===== src/rtl/fetch_pkg.sv =====
// Shared types and constants for the instruction-fetch front end.
package fetch_pkg;

  localparam logic [31:0] NOP_INSTR = 32'h0000_0013;

  typedef struct packed {
    logic [31:0] pc;
    logic [31:0] instr;
  } fetch_entry_t;

endpackage


===== src/rtl/fetch_fifo.sv =====
// Synchronous FIFO of fetched {pc, instr} entries with a separate occupancy count.
module fetch_fifo
  import fetch_pkg::*;
#(
  parameter int DEPTH = 4
) (
  input  logic                   clk,
  input  logic                   reset,
  input  logic                   flush,
  input  logic                   push,
  input  logic                   pop,
  input  fetch_entry_t           din,
  output fetch_entry_t           head,
  output logic                   full,
  output logic                   empty,
  output logic [$clog2(DEPTH):0] count
);

  localparam int AW = $clog2(DEPTH);
  localparam logic [AW:0] DEPTH_C = (AW+1)'(DEPTH);

  fetch_entry_t  mem [DEPTH];
  logic [AW-1:0] wr_ptr;
  logic [AW-1:0] rd_ptr;
  logic          do_push;
  logic          do_pop;

  assign full    = (count == DEPTH_C);
  assign empty   = (count == '0);
  assign do_push = push & ~full;
  assign do_pop  = pop & ~empty;
  assign head    = mem[rd_ptr];

  // Flush shares the reset path so a redirect empties the buffer in one edge.
  always_ff @(posedge clk) begin
    if (reset || flush) begin
      wr_ptr <= '0;
      rd_ptr <= '0;
      count  <= '0;
    end else begin
      if (do_push) wr_ptr <= wr_ptr + 1'b1;
      if (do_pop)  rd_ptr <= rd_ptr + 1'b1;
      case ({do_push, do_pop})
        2'b10:   count <= count + 1'b1;
        2'b01:   count <= count - 1'b1;
        default: count <= count;
      endcase
    end
  end

  always_ff @(posedge clk) begin
    if (do_push) mem[wr_ptr] <= din;
  end

endmodule


===== src/rtl/fetch_queue.sv =====
// Fetch front end: sequential PC generation, one-cycle imem read, buffered
// hand-off to decode with valid/stall, and redirect flush from Execute.
module fetch_queue
  import fetch_pkg::*;
#(
  parameter int          DEPTH    = 4,
  parameter logic [31:0] RESET_PC = 32'h0000_0000
) (
  input  logic        clk,
  input  logic        reset,
  output logic        ImemReq,
  output logic [31:0] ImemAddr,
  input  logic [31:0] ImemRdata,
  input  logic        RedirectE,
  input  logic [31:0] RedirectPCE,
  input  logic        StallD,
  output logic        ValidD,
  output logic [31:0] InstrD,
  output logic [31:0] PCD,
  output logic [31:0] PCPlus4D
);

  localparam int AW = $clog2(DEPTH);
  localparam logic [AW:0] DEPTH_C = (AW+1)'(DEPTH);

  logic [31:0]  fetch_pc_p0;
  logic [31:0]  req_pc_p1;
  logic         vld_p1;
  logic         kill_p1;
  logic         issue;
  logic         push;
  logic         pop;
  logic         full;
  logic         empty;
  logic [AW:0]  count;
  fetch_entry_t din;
  fetch_entry_t head;

  // In-flight reads reserve a slot so a response can never meet a full FIFO.
  assign issue = ~reset & ~RedirectE & ((count + {{AW{1'b0}}, vld_p1}) < DEPTH_C);

  // Stage p0: request issue and PC sequencing
  always_ff @(posedge clk) begin
    if (reset) begin
      fetch_pc_p0 <= RESET_PC;
      vld_p1      <= 1'b0;
      kill_p1     <= 1'b0;
    end else begin
      vld_p1  <= issue;
      kill_p1 <= RedirectE & (issue | vld_p1);
      if (RedirectE)  fetch_pc_p0 <= RedirectPCE & ~32'h3;
      else if (issue) fetch_pc_p0 <= fetch_pc_p0 + 32'd4;
    end
  end

  always_ff @(posedge clk) begin
    if (issue) req_pc_p1 <= fetch_pc_p0;
  end

  // Stage p1: response capture into the buffer
  assign push = vld_p1 & ~kill_p1 & ~RedirectE & ~full;
  assign pop  = ~empty & ~StallD & ~RedirectE;
  assign din  = '{pc: req_pc_p1, instr: ImemRdata};

  fetch_fifo #(.DEPTH(DEPTH)) u_fifo (
    .clk   (clk),
    .reset (reset),
    .flush (RedirectE),
    .push  (push),
    .pop   (pop),
    .din   (din),
    .head  (head),
    .full  (full),
    .empty (empty),
    .count (count)
  );

  assign ImemReq  = issue;
  assign ImemAddr = fetch_pc_p0;
  assign ValidD   = ~empty;
  assign InstrD   = empty ? NOP_INSTR : head.instr;
  assign PCD      = empty ? 32'd0 : head.pc;
  assign PCPlus4D = PCD + 32'd4;

endmodule


===== config.mk =====
export PLATFORM = sky130hd
export DESIGN_NAME = fetch_queue
export DESIGN_NICKNAME = d
export VERILOG_FILES = /design/src/rtl/fetch_pkg.sv /design/src/rtl/fetch_fifo.sv /design/src/rtl/fetch_queue.sv
export SDC_FILE = /design/constraint.sdc
export NUM_CORES = 1
export LEC_CHECK = 0
export ABC_AREA = 1
export BUFFER_PORTS_ARGS = -buffer_cell sky130_fd_sc_hd__buf_2
export CAP_MARGIN = 5
export CELL_PAD_IN_SITES_DETAIL_PLACEMENT = 1
export CELL_PAD_IN_SITES_GLOBAL_PLACEMENT = 2
export CORE_UTILIZATION = 36
export CTS_CLUSTER_SIZE = 8
export DETAILED_ROUTE_END_ITERATION = 8
export GPL_TIMING_DRIVEN = 0
export PLACE_DENSITY = 0.88
export SLEW_MARGIN = 20
export SYNTH_ARGS = -nofsm -noshare
export SYNTH_HDL_FRONTEND = slang
export SYNTH_SLANG_ARGS = --single-unit

===== constraint.sdc =====
create_clock -name clk -period 4.4 [get_ports clk]
set_clock_uncertainty 0.1 [all_clocks]
set_input_delay 0 -clock clk [delete_from_list [all_inputs] [get_ports clk]]
set_output_delay 0 -clock clk [all_outputs]
set_load 0.005 [all_outputs]

==> run metrics <==
Hold Crit Class=input port to register; worst path cell trace=inv_2 > buf_2 > nand2_1 > nand3_1 > nand3_2 > inv_1 > ha_1 > nand2_1 > nor2_4 > nand2_2 > nor2_2 > nand2_1 > xor2_1 > buf_2; Synth area leaders=edfxtp_1 57%, nand2_1 9.2%, nor2_1 6.1%; Tcrit/Tclk final=between 80% and 90%; initial antenna violation count=0; Largest stage delay, worst path=0.34 ns; Cells after Synth=1486; WL/cell=~20 um; first-pass GRT wire length=73400 um; Inst Count DP=between 2000 and 2500; Async SR Flop Fraction=0%; IO Pins=approximately 200; MaxCap Viol Count=0; outcome=completed; CP Capture Point=PCPlus4D[18]; Worst VDD drop=250 uV; static leakage=between 7 and 8 nW; worst reg2reg path endpoint=u_fifo.count[0]; area delta synth->final=29.0%; Initial Utilization=36.6%; Pwr per Cell Area=between 300 and 400 nW/um2; Synth Register Bits=roughly 320; minimum clock period=3.64 ns; drt initial violations=793; core area=39700 um2; CP top delay family=simple AND/OR/NAND/NOR gates; Max Fclk=~280 MHz; share of post-route cells with drive strength above 1=19.1%; unrepaired setup endpoints after global routing=false; final wirelength=between 40000 and 50000 um; final hold violation count=0; vias per inst=about 5.0; gr usage total=around a quarter; slowest CP cell=dfxtp_1; die height=approximately 200 um; worst flop-to-flop path startpoint=u_fifo.count[2]; Register-to-Register Path Depth=9; largest net degree at the start of global routing=41; vias in the first global route=12779; CTS H-tree lvls=2; worst skew pair latency=about 0.57 ns; Die Wd=between 200 and 250 um; Layout Nets=roughly 1900; DP HPWL=33600 um; setup violators final=0; Crit. path cell count=14; syn_area_per_cell=between 9 and 10 um2; area leader, netlist=edfxtp_1; First-pass DRT Iterations=5; Top FF cell, synth=edfxtp_1; Relative slew margins=between 20% and 30%; Cell Rows=73; Root Buffer=clkbuf_16; Max Root-Sink Buffers=3; CTS Sinks=approximately 320; Yosys top cell area share=57.4%; Final Max Tran Viols=0; sequential fraction of the synthesis area=between 60% and 70%; # port buffers=188; GP Congestion=~0.85; Worst setup SP type=register; Clock transition at path regs=around 0.05 ns; CP Max Fanout=10; count of different cell masters after synthesis=35; Final Util=between 40 and 50%; endpoint type of the worst setup path=primary output; final non-filler cell total=between 2000 and 2500; n_diodes=0; die area=41200 um2; Arrival @ worst endpoint=approximately 3.5 ns; CTS tree=done; Post-CTS Setup Repair Bufs=0; Crit Path Class=register to primary output; Worst-Margin Slew=1.11 ns; Bufs and invs on worst path=4; Yosys warning count=0; post-route ant nets=0; total grt overflow=0; Most Frequent Cell on Critical Path=nand2_1; drt drc=0; Worst R2R Setup Slack=1.57 ns; required time of the critical path=~4.3 ns; DR vias=roughly 12000; Post-synth EDFFs=between 200 and 300; synthesized area=between 10000 and 15000 um2; total CTS buffers=46
cell families after synthesis:
kind of cell	count (synthesis)	synth area share, %
other	1	0.0258
buffers and inverters	198	6.06
xor gates and xnor gates	26	1.57
adders and majority gates	8	0.740
AOI/OAI and AO/OA	157	5.79
and+or+nand+nor	777	22.7
DFF	319	63.1
per-layer routing:
metal  up-vias  share of wire (%)  global-route usage (%)
li1       5666                  -                       -
met1      5761                 43                    29.6
met2       375                 49                    39.8
met3        94                5.7                    4.64
met4         0                2.8                    8.14
met5         -                  0                       0
power by group:
part,internal (mW),switching [mW]
logic,0.158,0.194
clock network,1.98,1.28
registers,3.35,0.0617
total,5.49,1.54
metrics by stage:
step / power [mW] / TNS [ns] / worst slack (ns) / hold slack, ns / instance area [um2]
2_1_floorplan: 3.59 / 0 / 0.518 / -0.00113 / 14600
3_3_place_gp: 3.73 / -467.46 / -1.97 / 0.109 / 16200
3_5_place_dp: 3.75 / 0 / 1.39 / 0.117 / 16500
4_1_cts: 7.07 / 0 / 0.723 / 0.0556 / 18700
5_1_grt: 7.23 / 0 / 0.529 / 0.0904 / 18700
6_report: 7.02 / 0 / 0.764 / 0.0918 / 18700
worst reg2reg max path, cell delays in order, from the launching register on:
cell,delay [ns]
dfxtp_1,0.32
inv_1,0.13
nand3_2,0.17
inv_2,0.23
buf_2,0.43
nor3_1,0.13
ha_1,0.38
o21ai_0,0.21
a21oi_1,0.06
dlygate4sd3_1,0.56
flip-flops by register name, summed over array words and instances (netlist names), named ones only:
register	cells
vld_p1	1
req_pc_p1	30
u_fifo.count	3
kill_p1	1
u_fifo.mem	248
u_fifo.wr_ptr	2
u_fifo.rd_ptr	2
ImemAddr	30
synthesized netlist by cell type (2+ instances only):
master / count
o311ai_0: 3
clkbuf_1: 14
buf_1: 8
nand2_2: 10
edfxtp_1: 278
ha_1: 7
nor2_1: 236
nand2_1: 355
xor2_1: 24
nand4_1: 14
or2_2: 2
buf_4: 8
o21ai_0: 82
o211ai_1: 3
buf_6: 10
nor3_1: 10
inv_2: 8
xnor2_1: 2
a21oi_1: 50
buf_2: 26
a31oi_1: 15
inv_1: 122
dfxtp_1: 41
nor2_2: 18
nand3_2: 7
nand3_1: 114
clkinv_1: 2
nor2_4: 10
cells in the final DEF (no fill, tap or decap), types with 38 or more instances in the layout:
cell type,instances
dlygate4sd3_1,95
inv_1,122
buf_2,214
edfxtp_1,278
a21oi_1,50
dfxtp_1,41
o21ai_0,82
clkbuf_1,38
nand2_1,355
nand3_1,114
nor2_1,232
clkbuf_16,47
worst min-delay path by stage:
| stage | to | slack, ns | cells after the start | start |
|---|---|---|---|---|
| after floorplan | u_fifo.mem[0][0] | -0.001 | 0 | ImemRdata[0] |
| final | u_fifo.mem[0][27] | 0.09 | 2 | ImemRdata[27] |
| after detailed placement | u_fifo.mem[3][18] | 0.12 | 1 | ImemRdata[18] |
| after CTS | u_fifo.mem[0][18] | 0.06 | 2 | ImemRdata[18] |
| after global routing | u_fifo.mem[1][18] | 0.09 | 2 | ImemRdata[18] |
| after global placement | u_fifo.mem[2][14] | 0.11 | 1 | ImemRdata[14] |
what timing repair did:
| action | 4_1_cts | 5_1_grt |
|---|---|---|
| hold buffers | 95 | 0 |
| hold endpoints to repair | 169 | 0 |
| gates resized for setup | 0 | 0 |
area by class of cell:
class	count	area, um2
fillers	4485	21000
clock inverters	3	37.5
multi-input cells	974	4530
well taps	525	657
clock buffers	72	1280
plain buffers	66	385
flip-flops and latches	319	9170
repair buffers	295	2190
inverters	132	495
(Power assumes the default switching activity.)
